$ cat src/rtl/bcd_to_binary_seq.sv
// Sequential packed-BCD to binary converter: multiply-accumulate, one digit per clock, MSD first.
// Optional `BCD_DIGIT_CHECK_EN adds a digit_err output that flags (and zeroes) results with digits > 9.
module bcd_to_binary_seq #(
  parameter int unsigned BIN_WIDTH  = 32,
  parameter int unsigned NUM_DIGITS = 3
) (
  input  logic                       clk,
  input  logic                       rst,
  input  logic                       load,
  input  logic [NUM_DIGITS-1:0][3:0] bcd_in,
  output logic [BIN_WIDTH-1:0]       binary_out,
  output logic                       done,
  output logic                       busy,
  output logic                       overflow
`ifdef BCD_DIGIT_CHECK_EN
  ,
  output logic                       digit_err
`endif
);

  localparam int unsigned ACC_W = BIN_WIDTH + 4;
  localparam int unsigned SR_W  = NUM_DIGITS * 4;
  localparam int unsigned CNT_W = (NUM_DIGITS > 1) ? $clog2(NUM_DIGITS) : 1;

  typedef enum logic [1:0] {
    S_IDLE,
    S_CONV,
    S_DONE
  } state_t;

  state_t               r_state;
  state_t               w_state_nxt;
  logic                 w_capture;
  logic                 w_finish;
  logic [SR_W-1:0]      r_sr;
  logic [BIN_WIDTH-1:0] r_acc;
  logic [CNT_W-1:0]     r_cnt;
  logic                 r_ovf;
  logic [3:0]           w_msd;
  logic [ACC_W-1:0]     w_step;
  logic                 w_step_ovf;
  logic                 w_last;

  assign w_msd      = r_sr[SR_W-1 -: 4];
  // Step result is 4 bits wider than the result, enough for acc*10 + 15.
  assign w_step     = ACC_W'(r_acc) * ACC_W'(10) + ACC_W'(w_msd);
  assign w_step_ovf = |w_step[ACC_W-1:BIN_WIDTH];
  assign w_last     = (r_cnt == CNT_W'(NUM_DIGITS - 1));

`ifdef BCD_DIGIT_CHECK_EN
  logic w_bad_digit;
  logic r_derr;

  always_comb begin
    w_bad_digit = 1'b0;
    for (int unsigned i = 0; i < NUM_DIGITS; i++) begin
      if (bcd_in[i] > 4'd9) w_bad_digit = 1'b1;
    end
  end
`endif

  always_ff @(posedge clk or posedge rst) begin
    if (rst) r_state <= S_IDLE;
    else     r_state <= w_state_nxt;
  end

  always_comb begin
    w_state_nxt = r_state;
    w_capture   = 1'b0;
    w_finish    = 1'b0;
    case (r_state)
      S_IDLE: begin
        if (load) begin
          w_capture   = 1'b1;
          w_state_nxt = S_CONV;
        end
      end
      S_CONV: begin
        if (w_last) begin
          w_finish    = 1'b1;
          w_state_nxt = S_DONE;
        end
      end
      S_DONE: begin
        if (load) begin
          w_capture   = 1'b1;
          w_state_nxt = S_CONV;
        end else begin
          w_state_nxt = S_IDLE;
        end
      end
      default: w_state_nxt = S_IDLE;
    endcase
  end

  // Datapath and registered outputs; results only move on the finishing edge.
  always_ff @(posedge clk or posedge rst) begin
    if (rst) begin
      r_sr       <= '0;
      r_acc      <= '0;
      r_cnt      <= '0;
      r_ovf      <= 1'b0;
      binary_out <= '0;
      overflow   <= 1'b0;
      done       <= 1'b0;
      busy       <= 1'b0;
`ifdef BCD_DIGIT_CHECK_EN
      r_derr     <= 1'b0;
      digit_err  <= 1'b0;
`endif
    end else begin
      done <= w_finish;
      if (w_capture) begin
        r_sr   <= bcd_in;
        r_acc  <= '0;
        r_cnt  <= '0;
        r_ovf  <= 1'b0;
        busy   <= 1'b1;
`ifdef BCD_DIGIT_CHECK_EN
        r_derr <= w_bad_digit;
`endif
      end else if (r_state == S_CONV) begin
        r_acc <= w_step[BIN_WIDTH-1:0];
        r_sr  <= r_sr << 4;
        r_cnt <= r_cnt + CNT_W'(1);
        r_ovf <= r_ovf | w_step_ovf;
        if (w_finish) begin
          overflow   <= r_ovf | w_step_ovf;
          busy       <= 1'b0;
`ifdef BCD_DIGIT_CHECK_EN
          digit_err  <= r_derr;
          binary_out <= r_derr ? '0 : w_step[BIN_WIDTH-1:0];
`else
          binary_out <= w_step[BIN_WIDTH-1:0];
`endif
        end
      end
    end
  end

endmodule

$ cat config.mk
export PLATFORM = sky130hd
export DESIGN_NAME = bcd_to_binary_seq
export DESIGN_NICKNAME = d
export VERILOG_FILES = /design/src/rtl/bcd_to_binary_seq.sv
export SDC_FILE = /design/constraint.sdc
export NUM_CORES = 1
export LEC_CHECK = 0
export CORE_MARGIN = 2
export CORE_UTILIZATION = 40
export CTS_BUF_LIST = sky130_fd_sc_hd__clkbuf_8 sky130_fd_sc_hd__clkbuf_16
export CTS_CLUSTER_SIZE = 16
export DETAILED_ROUTE_END_ITERATION = 8
export GPL_ROUTABILITY_DRIVEN = 1
export PLACE_DENSITY = 0.65
export SETUP_SLACK_MARGIN = 0.02
export SYNTH_ARGS = -nofsm -noshare
export SYNTH_HDL_FRONTEND = slang
export SYNTH_SLANG_ARGS = --single-unit
export TNS_END_PERCENT = 20
$ cat constraint.sdc
create_clock -name clk -period 11.15 [get_ports clk]
set_input_delay 1.6725 -clock clk [delete_from_list [all_inputs] [get_ports clk]]
set_output_delay 1.6725 -clock clk [all_outputs]
set_load 0.02 [all_outputs]
Yosys cells after proc, flatten, opt, wreduce, memory -nomap -nowiden
Cells that the tools add are included.
{ "totals": {"register_bits": 84, "input_bits": 15, "out_inout_bits": 35, "elab_cells": 46} }
{ "classes": {"addsub": 2, "mul": 1, "eq_ne": 5, "n_mux": 19, "n_bitwise": 2, "reduce_logical": 8} }
{ "ops": {"columns": ["operator", "count"], "rows": [
  ["$mux 32", 2],
  ["$add 36x4->36", 1],
  ["$mul 32x3->35 const B", 1],
  ["$mux 12", 2],
  ["$mux 1", 10],
  ["$mux 2", 4],
  ["$pmux 2 s3", 1],
  ["$eq 2x2->1 const B", 2],
  ["$ne 2x2->1 const B", 2],
  ["$reduce_and 2->1", 2],
  ["$reduce_bool 2->1", 2],
  ["$reduce_or 4->1", 1],
  ["$reduce_and 3->1", 1],
  ["$add 2x1->2 const B", 1],
  ["$eq 2x1->1 const B", 1],
  ["$logic_not 2->1", 1],
  ["$reduce_or 2->1", 1],
  ["$not 1->1", 1],
  ["$or 1x1->1", 1]
]} }

Depth between registers and ports, before layout
Gate-level depths: netlist (run 1).
{ "depth": {"ltp_word": 6, "ltp_mapped": 13, "mapped_depth_nobuf": 13} }

Least setup slack after synthesis (run 1)
OpenSTA, ideal clock, no wires.
{ "synth_path": {"path_kind": "register to register", "startpoint": "register r_acc[1]", "endpoint": "register binary_out[25]", "setup_ns": 0.132, "arrival_ns": 3.476, "required_ns": 11.018, "setup_slack_ns": 7.542, "path_stages_with_launch": 14, "path_buffers": 0, "synth_period_minus_slack_ns": 3.608, "path_cell_list": "dfrtp_1 ha_1 ha_1 fa_1 a21o_1 a221oi_2 xnor2_1 nand3_1 nor3_2 inv_1 or3_1 nor4_1 xor2_1 o21ai_1"} }
{ "synth_via": {"elab_chain_cells": 2} }
{ "synth_lines": {"columns": ["element", "line_no", "source"], "rows": [
  ["start: declaration", "36", "logic [BIN_WIDTH-1:0] r_acc;"],
  ["start signal: assignment", "123", "r_acc <= w_step[BIN_WIDTH-1:0];"],
  ["$mul 32x3->35", "46", "assign w_step = ACC_W'(r_acc) * ACC_W'(10) + ACC_W'(w_msd);"],
  ["$add 36x4->36", "46", null],
  ["end signal: assignment", "134", "binary_out <= w_step[BIN_WIDTH-1:0];"],
  ["end: declaration", "11", "output logic [BIN_WIDTH-1:0] binary_out,"]
]} }
No other way between the ends.
A chain may end at the register's enable or synchronous reset.

Worst setup path in the final report (run 1)
{ "layout_path": {"startpoint": "register r_acc[1]", "endpoint": "register binary_out[21]"} }
Same word-level chain as after synthesis.

==> run_results.csv, run 1 <==
group,metric,value,unit
status,status,"completed",
sta,fmaxAchievable,0.230,GHz
sta,relSlewSlack,28.1,%
clock_network,cts_setup_buffers,0,
finish,areaGrowthSynthToFinish,15.0,%
finish,fill_cells,1471,
finish,final_common_cell,"nand2_1",
worst_setup_path,start_kind,"flop",
routing,viasPerCell,5.73,
run,maxCapViolations,0,
grt,grt_pass1_wl,26.7,mm
worst_setup_path,path_class,"flop to flop",
die,dieHeight,128,um
clock_network,clock_sinks,84,
sta,final.setup.tns,0,ns
clock_network,cts_hold_buf,0,
die,num_rows,45,
routing,drt_iter0_drc,361,
sta,post-route-period-util,39.1,%
clock_network,cts_buffers,9,
clock_network,cts_buffer_depth,2,
logic_synthesis,yosys_register_bits,84,
routing,wirelength,15.6,mm
logic_synthesis,ys_seq_area_share,34.4,%
routing,wire_per_inst,17.0,um
logic_synthesis,synth_edf_count,0,
min_path,hold_path.startpoint,"r_sr[5]",
placement,io_buffers,49,
logic_synthesis,synth_top_flop_cell,"dfrtp_1",
clock_network,cts_tree,"built",
placement,gp_congestion,0.904,
worst_setup_path,arrival,4.53,ns
sta,finalCriticalPeriod,4.36,ns
worst_setup_path,crit_path_end_kind,"flop",
grt,antenna_found_initial,0,
logic_synthesis,syn-num-nets,775,
routing,detail-route-antenna-nets,0,
logic_synthesis,syn_area,0.00612,mm2
die,io_pins,50,
placement,dp_hpwl,11.7,mm
sta,hold_viol,0,
logic_synthesis,synthCells,694,
worst_setup_path,worstSetupStartpoint,"r_acc[1]",
sta,rsz0062_at_grt,"false",
die,dieArea,0.0163,mm2
worst_setup_path,rr_startpoint,"r_acc[1]",
finish,seq_area,0.00210,mm2
grt,grt_overflow,0,
finish,final_cell_mix,"nand2_1 (128), dfrtp_1 (84), ha_1 (64)",
die,initial_utilization,40.5,%
die,die_w,128,um
logic_synthesis,ys_types,72,
logic_synthesis,async_reset_ff_share,100,%
grt,grt_use_total,20.2,%
clock_network,clkLatencyLatePin,0.34,ns
finish,diodes,0,
routing,first_pass_iters,5,
routing,vias,5267,
grt,grt_pass1_vias,5353,
worst_setup_path,worstPathRequired,11.32,ns
logic_synthesis,ys_warn_count,0,
clock_network,root_buffer,"clkbuf_16",
worst_setup_path,crit_fanout,4,
clock_network,cts_resized,0,
die,coreArea,0.0151,mm2
sta,finalClockSkew,0.00589,ns
sta,finalMaxSlewViolations,0,
finish,layout-drive-gt1-share,7.10,%
min_path,hold_path.class,"flop to flop",
finish,finalNetCount,808,
finish,multiInputGateArea,0.00383,mm2
sta,setup_viol,0,
routing,drc,0,
sta,worst_slew_pin_slew,1.08,ns
grt,grt_max_degree,85,
clock_network,htree_num_levels,3,
clock_network,cts.clk_slew.worst_paths,0.07,ns
logic_synthesis,postSynthAreaPerCell,8.81,um2
per-stage QoR:
step                setup slack, ns  util, %  std cells  hold slack [ns]  area [um2]
detailed placement             6.87     44.8        904            0.471        6750
global placement               6.91     44.8        904            0.461        6750
global route                   6.50     46.6        920            0.512        7030
floorplan                      7.31        -        694            0.446        6120
finish                         6.79     46.6        920            0.482        7030
CTS                            6.78     46.6        920            0.488        7030
metal layers:
layer | vias up | track usage, % | share of wire (%)
met3 | 22 | 3.26 | 3.6
met2 | 106 | 35.4 | 49
li1 | 2560 | - | -
met4 | 0 | 4.78 | 1.5
met5 | - | 0 | 0
met1 | 2579 | 26.4 | 46
critical path: stages (launching register included):
cell and delay, ns:
dfrtp_1 0.43, ha_1 0.32, ha_1 0.23, fa_1 0.44, a21o_1 0.23, a221oi_2 0.38, xnor2_1 0.23, nand3_1 0.21
nor3_2 0.40, nand4_1 0.23, nor4_2 0.53, nand2_1 0.13, xnor2_1 0.31, o21ai_0 0.13
synth_stat cells (3+ instances only):
master	instances	area [um2]
nand2_1	129	484
dfrtp_1	84	2100
ha_1	64	801
o21ai_0	57	285
a21oi_1	29	145
xor2_1	29	254
nor2_1	27	101
clkbuf_1	26	97.6
o21ai_1	24	120
nand3_1	19	95.1
xnor2_1	17	149
inv_1	16	60.1
a21o_1	13	97.6
nand4_1	11	68.8
and3_1	9	56.3
nor3_1	9	45.0
and2_1	8	50.1
or3_1	8	50.1
a22oi_1	7	52.6
a22o_1	6	52.6
nand2b_1	6	37.5
a211oi_1	5	37.5
o211ai_1	5	37.5
o21bai_1	5	37.5
or2_2	5	31.3
buf_2	4	20.0
nor2b_1	4	25.0
nor3b_1	4	30.0
a221oi_1	3	26.3
nor4_1	3	18.8
o2111ai_1	3	26.3
sequential cells by signal (all words and copies together) (netlist names):
| signal | cells |
|---|---|
| binary_out | 32 |
| r_acc | 32 |
| r_sr | 12 |
| r_cnt | 2 |
| r_state | 2 |
| busy | 1 |
| done | 1 |
| overflow | 1 |
| r_ovf | 1 |
final timing paths:
path                                   to  slack [ns]  cells past startpoint
max                        binary_out[21]        6.79                     13
min                               r_sr[5]        0.48                      2
max reg2reg                binary_out[21]        6.79                     13
min reg2reg                       r_sr[5]        0.48                      2
max in group asynchronous       r_acc[11]        8.46                      3
min in group asynchronous  binary_out[24]        2.00                      3
cells by family after synthesis:
group / synth area share (%)
and+or+nand+nor: 21.3
AOI/OAI and AO/OA: 20.3
DFF: 34.4
adders and majority gates: 13.7
buffers and inverters: 3.15
xor gates and xnor gates: 6.85
muxes: 0.327
final cells by class:
cell class / count / area share [%]
well taps: 188 / 3.35
flip-flops and latches: 84 / 29.9
inverters: 16 / 0.872
multi-input cells: 562 / 54.4
repair buffers: 54 / 7.51
clock buffers: 10 / 3.40
clock inverters: 6 / 0.552
Power of run 1 is not shown: default switching activity piles up to over one toggle a cycle in this logic, so the estimate is an artifact.
==> inputs of run 2 (changes only) <==
==> constraint.sdc (replaced) <==
create_clock -name clk -period 4.2 [get_ports clk]
set_input_delay 0.63 -clock clk [delete_from_list [all_inputs] [get_ports clk]]
set_output_delay 0.63 -clock clk [all_outputs]
set_load 0.02 [all_outputs]
==> run_results.csv, run 2 (same netlist as run 1, synthesis figures left out) <==
group,metric,value,unit
grt,grt_pass1_wl,26.4,mm
sta,finalCriticalPeriod,3.89,ns
routing,first_pass_iters,5,
grt,grt_pass1_vias,5137,
die,coreArea,0.0151,mm2
sta,relSlewSlack,58.0,%
finish,layout-drive-gt1-share,8.64,%
finish,final_cell_mix,"nand2_1 (128), dfrtp_1 (84), ha_1 (64)",
sta,worst_slew_pin_slew,0.626,ns
finish,areaGrowthSynthToFinish,17.0,%
grt,grt_use_total,20.4,%
routing,wirelength,16.1,mm
routing,dr_wl_met2,7.68,mm
clock_network,root_buffer,"clkbuf_16",
worst_setup_path,cpPeakStageDelay,0.45,ns
clock_network,clkLatencyLatePin,0.35,ns
worst_setup_path,worstPathRequired,4.42,ns
placement,io_buffers,49,
finish,finalNetCount,817,
clock_network,clock_sinks,84,
finish,final_common_cell,"nand2_1",
worst_setup_path,path_buf_inv,1,
sta,finalClockSkew,0.00914,ns
routing,drt_iter0_drc,323,
grt,grt_overflow,0,
worst_setup_path,crit_fanout,4,
sta,fmaxAchievable,0.257,GHz
routing,drc,0,
worst_setup_path,crit_chain,"ha_1, ha_1, fa_1, a21o_1, a221oi_4, xnor2_1, nand3_2, nor3_4, inv_1, or3_1, nor4_1, xor2_1, o21ai_1",
clock_network,cts.clk_slew.worst_paths,0.07,ns
clock_network,cts_tree,"built",
sta,hold_viol,0,
clock_network,cts_hold_buf,0,
die,initial_utilization,40.5,%
grt,grt_max_degree,41,
die,num_rows,45,
worst_setup_path,start_kind,"flop",
routing,wl_met3,695,um
routing,vias,5260,
min_path,hold_path.class,"flop to flop",
placement,dp_hpwl,12.4,mm
worst_setup_path,crit_path_end_kind,"flop",
die,die_w,128,um
worst_setup_path,cp_common_cell,"ha_1",
routing,wl_met1,7.42,mm
routing,wire_per_inst,17.3,um
worst_setup_path,crit_slowest_cell,"or3_1",
run,maxCapViolations,0,
routing,detail-route-antenna-nets,0,
sta,final.setup.tns,0,ns
sta,rsz0062_at_grt,"true",
status,status,"completed",
finish,largestRegisters,"binary_out (32), r_acc (32), r_sr (12)",
sta,finalMaxSlewViolations,0,
routing,viasPerCell,5.66,
finish,diodes,0,
die,io_pins,50,
sta,post-route-period-util,92.7,%
grt,antenna_found_initial,0,
clock_network,cts_buffer_depth,2,
sta,setup_viol,0,
die,dieHeight,128,um
clock_network,cts_buffers,9,
worst_setup_path,cpLargestDelayFamily,"simple AND/OR/NAND/NOR gates",
die,dieArea,0.0163,mm2
clock_network,htree_num_levels,3,
worst_setup_path,arrival,4.11,ns
placement,gp_congestion,0.915,
worst_setup_path,path_class,"flop to flop",
routing,top_layer,"met4",
run 2: final cells by class:
class                   count  area, um2
flip-flops and latches     84       2100
repair buffers             63        596
multi-input cells         562       3890
well taps                 188        235
fillers                  1471       7930
inverters                  16       61.3
clock inverters             7       48.8
clock buffers               9        225
run 2: worst reg2reg max path: cells and delay by family (launching register included):
kind	cells	cell delay [ns]
buf+inv	1	0.06
fa+ha+maj	3	0.95
compound gates	3	0.62
xor+xnor	2	0.44
simple gates	4	1.27
flops	1	0.41
run 2: through the flow:
step	std cells	hold WS, ns	instance area (um2)	setup WS (ns)	util [%]
2_1_floorplan	694	0.446	6120	0.592	-
3_3_place_gp	912	0.460	6810	0.328	45.2
3_5_place_dp	912	0.468	6810	0.117	45.2
4_1_cts	928	0.485	7090	0.104	47.0
5_1_grt	929	0.508	7160	0.0000169	47.4
6_report	929	0.478	7160	0.308	47.4
run 2: worst paths after layout:
path,from,to,slack [ns],cells after the start
hold / removal,binary_out[0],binary_out[0],0.48,2
hold reg to reg,binary_out[0],binary_out[0],0.48,2
setup reg to reg,r_acc[1],binary_out[25],0.31,13
min in group asynchronous,rst,binary_out[29],0.60,2
setup / recovery,r_acc[1],binary_out[25],0.31,13
max in group asynchronous,rst,r_acc[4],2.82,3
run 2: routing by layer:
metal	global-route usage, %	vias to the layer above
li1	-	2584
met1	26.8	2516
met2	34.2	138
met3	4.47	22
met4	5.30	0
met5	0	-
run 2: repair_timing:
item	CTS	global route
gates resized for setup	0	8
setup endpoints to repair	0	16
buffers inserted	0	1
Power of run 2 is left out for the same reason.
==> inputs of run 3 (changes only) <==
==> constraint.sdc (replaced) <==
create_clock -name clk -period 4.8 [get_ports clk]
set_input_delay 0.72 -clock clk [delete_from_list [all_inputs] [get_ports clk]]
set_output_delay 0.72 -clock clk [all_outputs]
set_load 0.02 [all_outputs]
==> run_results.csv, run 3 (same netlist as run 1, synthesis figures left out) <==
group,metric,value,unit
finish,diodes,0,
clock_network,cts_buffer_depth,2,
finish,largestRegisters,"binary_out (32), r_acc (32), r_sr (12)",
grt,grt_pass1_vias,5194,
worst_setup_path,path_buf_inv,1,
sta,finalMaxSlewViolations,0,
clock_network,cts_setup_buffers,0,
routing,wire_per_inst,17.0,um
routing,drt_iter0_drc,277,
grt,grt_use_total,20.3,%
die,initial_utilization,40.5,%
worst_setup_path,start_kind,"flop",
routing,wirelength,15.7,mm
sta,finalCriticalPeriod,4.31,ns
clock_network,cts_resized,0,
routing,viasPerCell,5.65,
run,maxCapViolations,0,
grt,antenna_found_initial,0,
clock_network,clock_sinks,84,
sta,worst_slew_pin_slew,0.795,ns
die,dieHeight,128,um
clock_network,cts_buffers,9,
grt,grt_pass1_wl,26.4,mm
worst_setup_path,cpLargestDelayFamily,"simple AND/OR/NAND/NOR gates",
placement,dp_hpwl,11.9,mm
sta,final.setup.tns,0,ns
die,dieArea,0.0163,mm2
clock_network,cts_tree,"built",
sta,fmaxAchievable,0.232,GHz
finish,final_common_cell,"nand2_1",
sta,timing.hold.ws,0.479,ns
worst_setup_path,crit_slowest_cell,"or3_1",
grt,grt_max_degree,45,
clock_network,cts.clk_slew.worst_paths,0.07,ns
clock_network,htree_num_levels,3,
worst_setup_path,crit_chain,"ha_1, ha_1, fa_1, a21o_1, a221oi_2, xnor2_1, nand3_1, nor3_2, inv_1, or3_1, nor4_1, xor2_1, o21ai_1",
routing,detail-route-antenna-nets,0,
grt,grt_overflow,0,
routing,drc,0,
finish,final_cell_mix,"nand2_1 (128), dfrtp_1 (84), ha_1 (64)",
status,status,"completed",
clock_network,root_buffer,"clkbuf_16",
min_path,hold_path.class,"flop to flop",
sta,finalClockSkew,0.0123,ns
die,num_rows,45,
die,coreArea,0.0151,mm2
placement,io_buffers,49,
finish,areaGrowthSynthToFinish,15.2,%
die,die_w,128,um
worst_setup_path,path_class,"flop to flop",
die,io_pins,50,
routing,vias,5200,
sta,rsz0062_at_grt,"false",
worst_setup_path,cpPeakStageDelay,0.45,ns
clock_network,cts_hold_buf,0,
sta,relSlewSlack,47.0,%
worst_setup_path,regToRegSetupSlack,0.49,ns
worst_setup_path,arrival,4.52,ns
routing,first_pass_iters,5,
worst_setup_path,worstPathRequired,5.01,ns
sta,setup_viol,0,
worst_setup_path,crit_fanout,4,
worst_setup_path,crit_path_end_kind,"flop",
placement,gp_congestion,0.932,
finish,layout-drive-gt1-share,7.37,%
sta,hold_viol,0,
finish,finalNetCount,809,
worst_setup_path,cp_common_cell,"ha_1",
clock_network,clkLatencyLatePin,0.35,ns
sta,post-route-period-util,89.7,%
-- run 3: cell count changes in the layout (fill, tap and decap cells not counted), sizes merged --
| cell | before | now |
|---|---|---|
| clkinv | 4 | 5 |
| buf | 14 | 6 |
| clkbuf | 9 | 10 |
| inv | 19 | 17 |
-- run 3: worst paths after layout --
| check | from | to | depth (start not counted) |
|---|---|---|---|
| min in group asynchronous | rst | r_acc[16] | 2 |
| setup / recovery | r_acc[1] | binary_out[23] | 13 |
| hold / removal | binary_out[0] | binary_out[0] | 2 |
| setup reg to reg | r_acc[1] | binary_out[23] | 13 |
| hold reg to reg | binary_out[0] | binary_out[0] | 2 |
| max in group asynchronous | rst | r_state[1] | 3 |
-- run 3: cell type report --
class                   count  area [um2]
fillers                  1465        8040
multi-input cells         562        3830
flip-flops and latches     84        2100
repair buffers             55         536
clock buffers              10         239
well taps                 188         235
inverters                  16        61.3
clock inverters             6        47.5
-- run 3: through the flow --
stage          setup WS, ns  utilization [%]  instances  cell area (um2)
3_3_place_gp          0.581             44.8        905             6760
4_1_cts               0.559             46.7        921             7050
3_5_place_dp          0.602             44.8        905             6760
5_1_grt               0.203             46.7        921             7050
2_1_floorplan          1.19                -        694             6120
6_report              0.493             46.7        921             7050
-- run 3: worst min-delay path, stage by stage (launching register included) --
cell	delay, ns
dfrtp_1	0.35
nand2_1	0.05
nand2_1	0.05
-- run 3: layer usage --
layer  track usage, %  vias up  part of all wire [%]
met5                0        -                     0
met3             4.59       22                   4.1
met1             27.2     2496                    47
met2             33.1      121                    47
met4             5.62        0                   2.1
li1                 -     2561                     -
Power of run 3 is left out for the same reason.
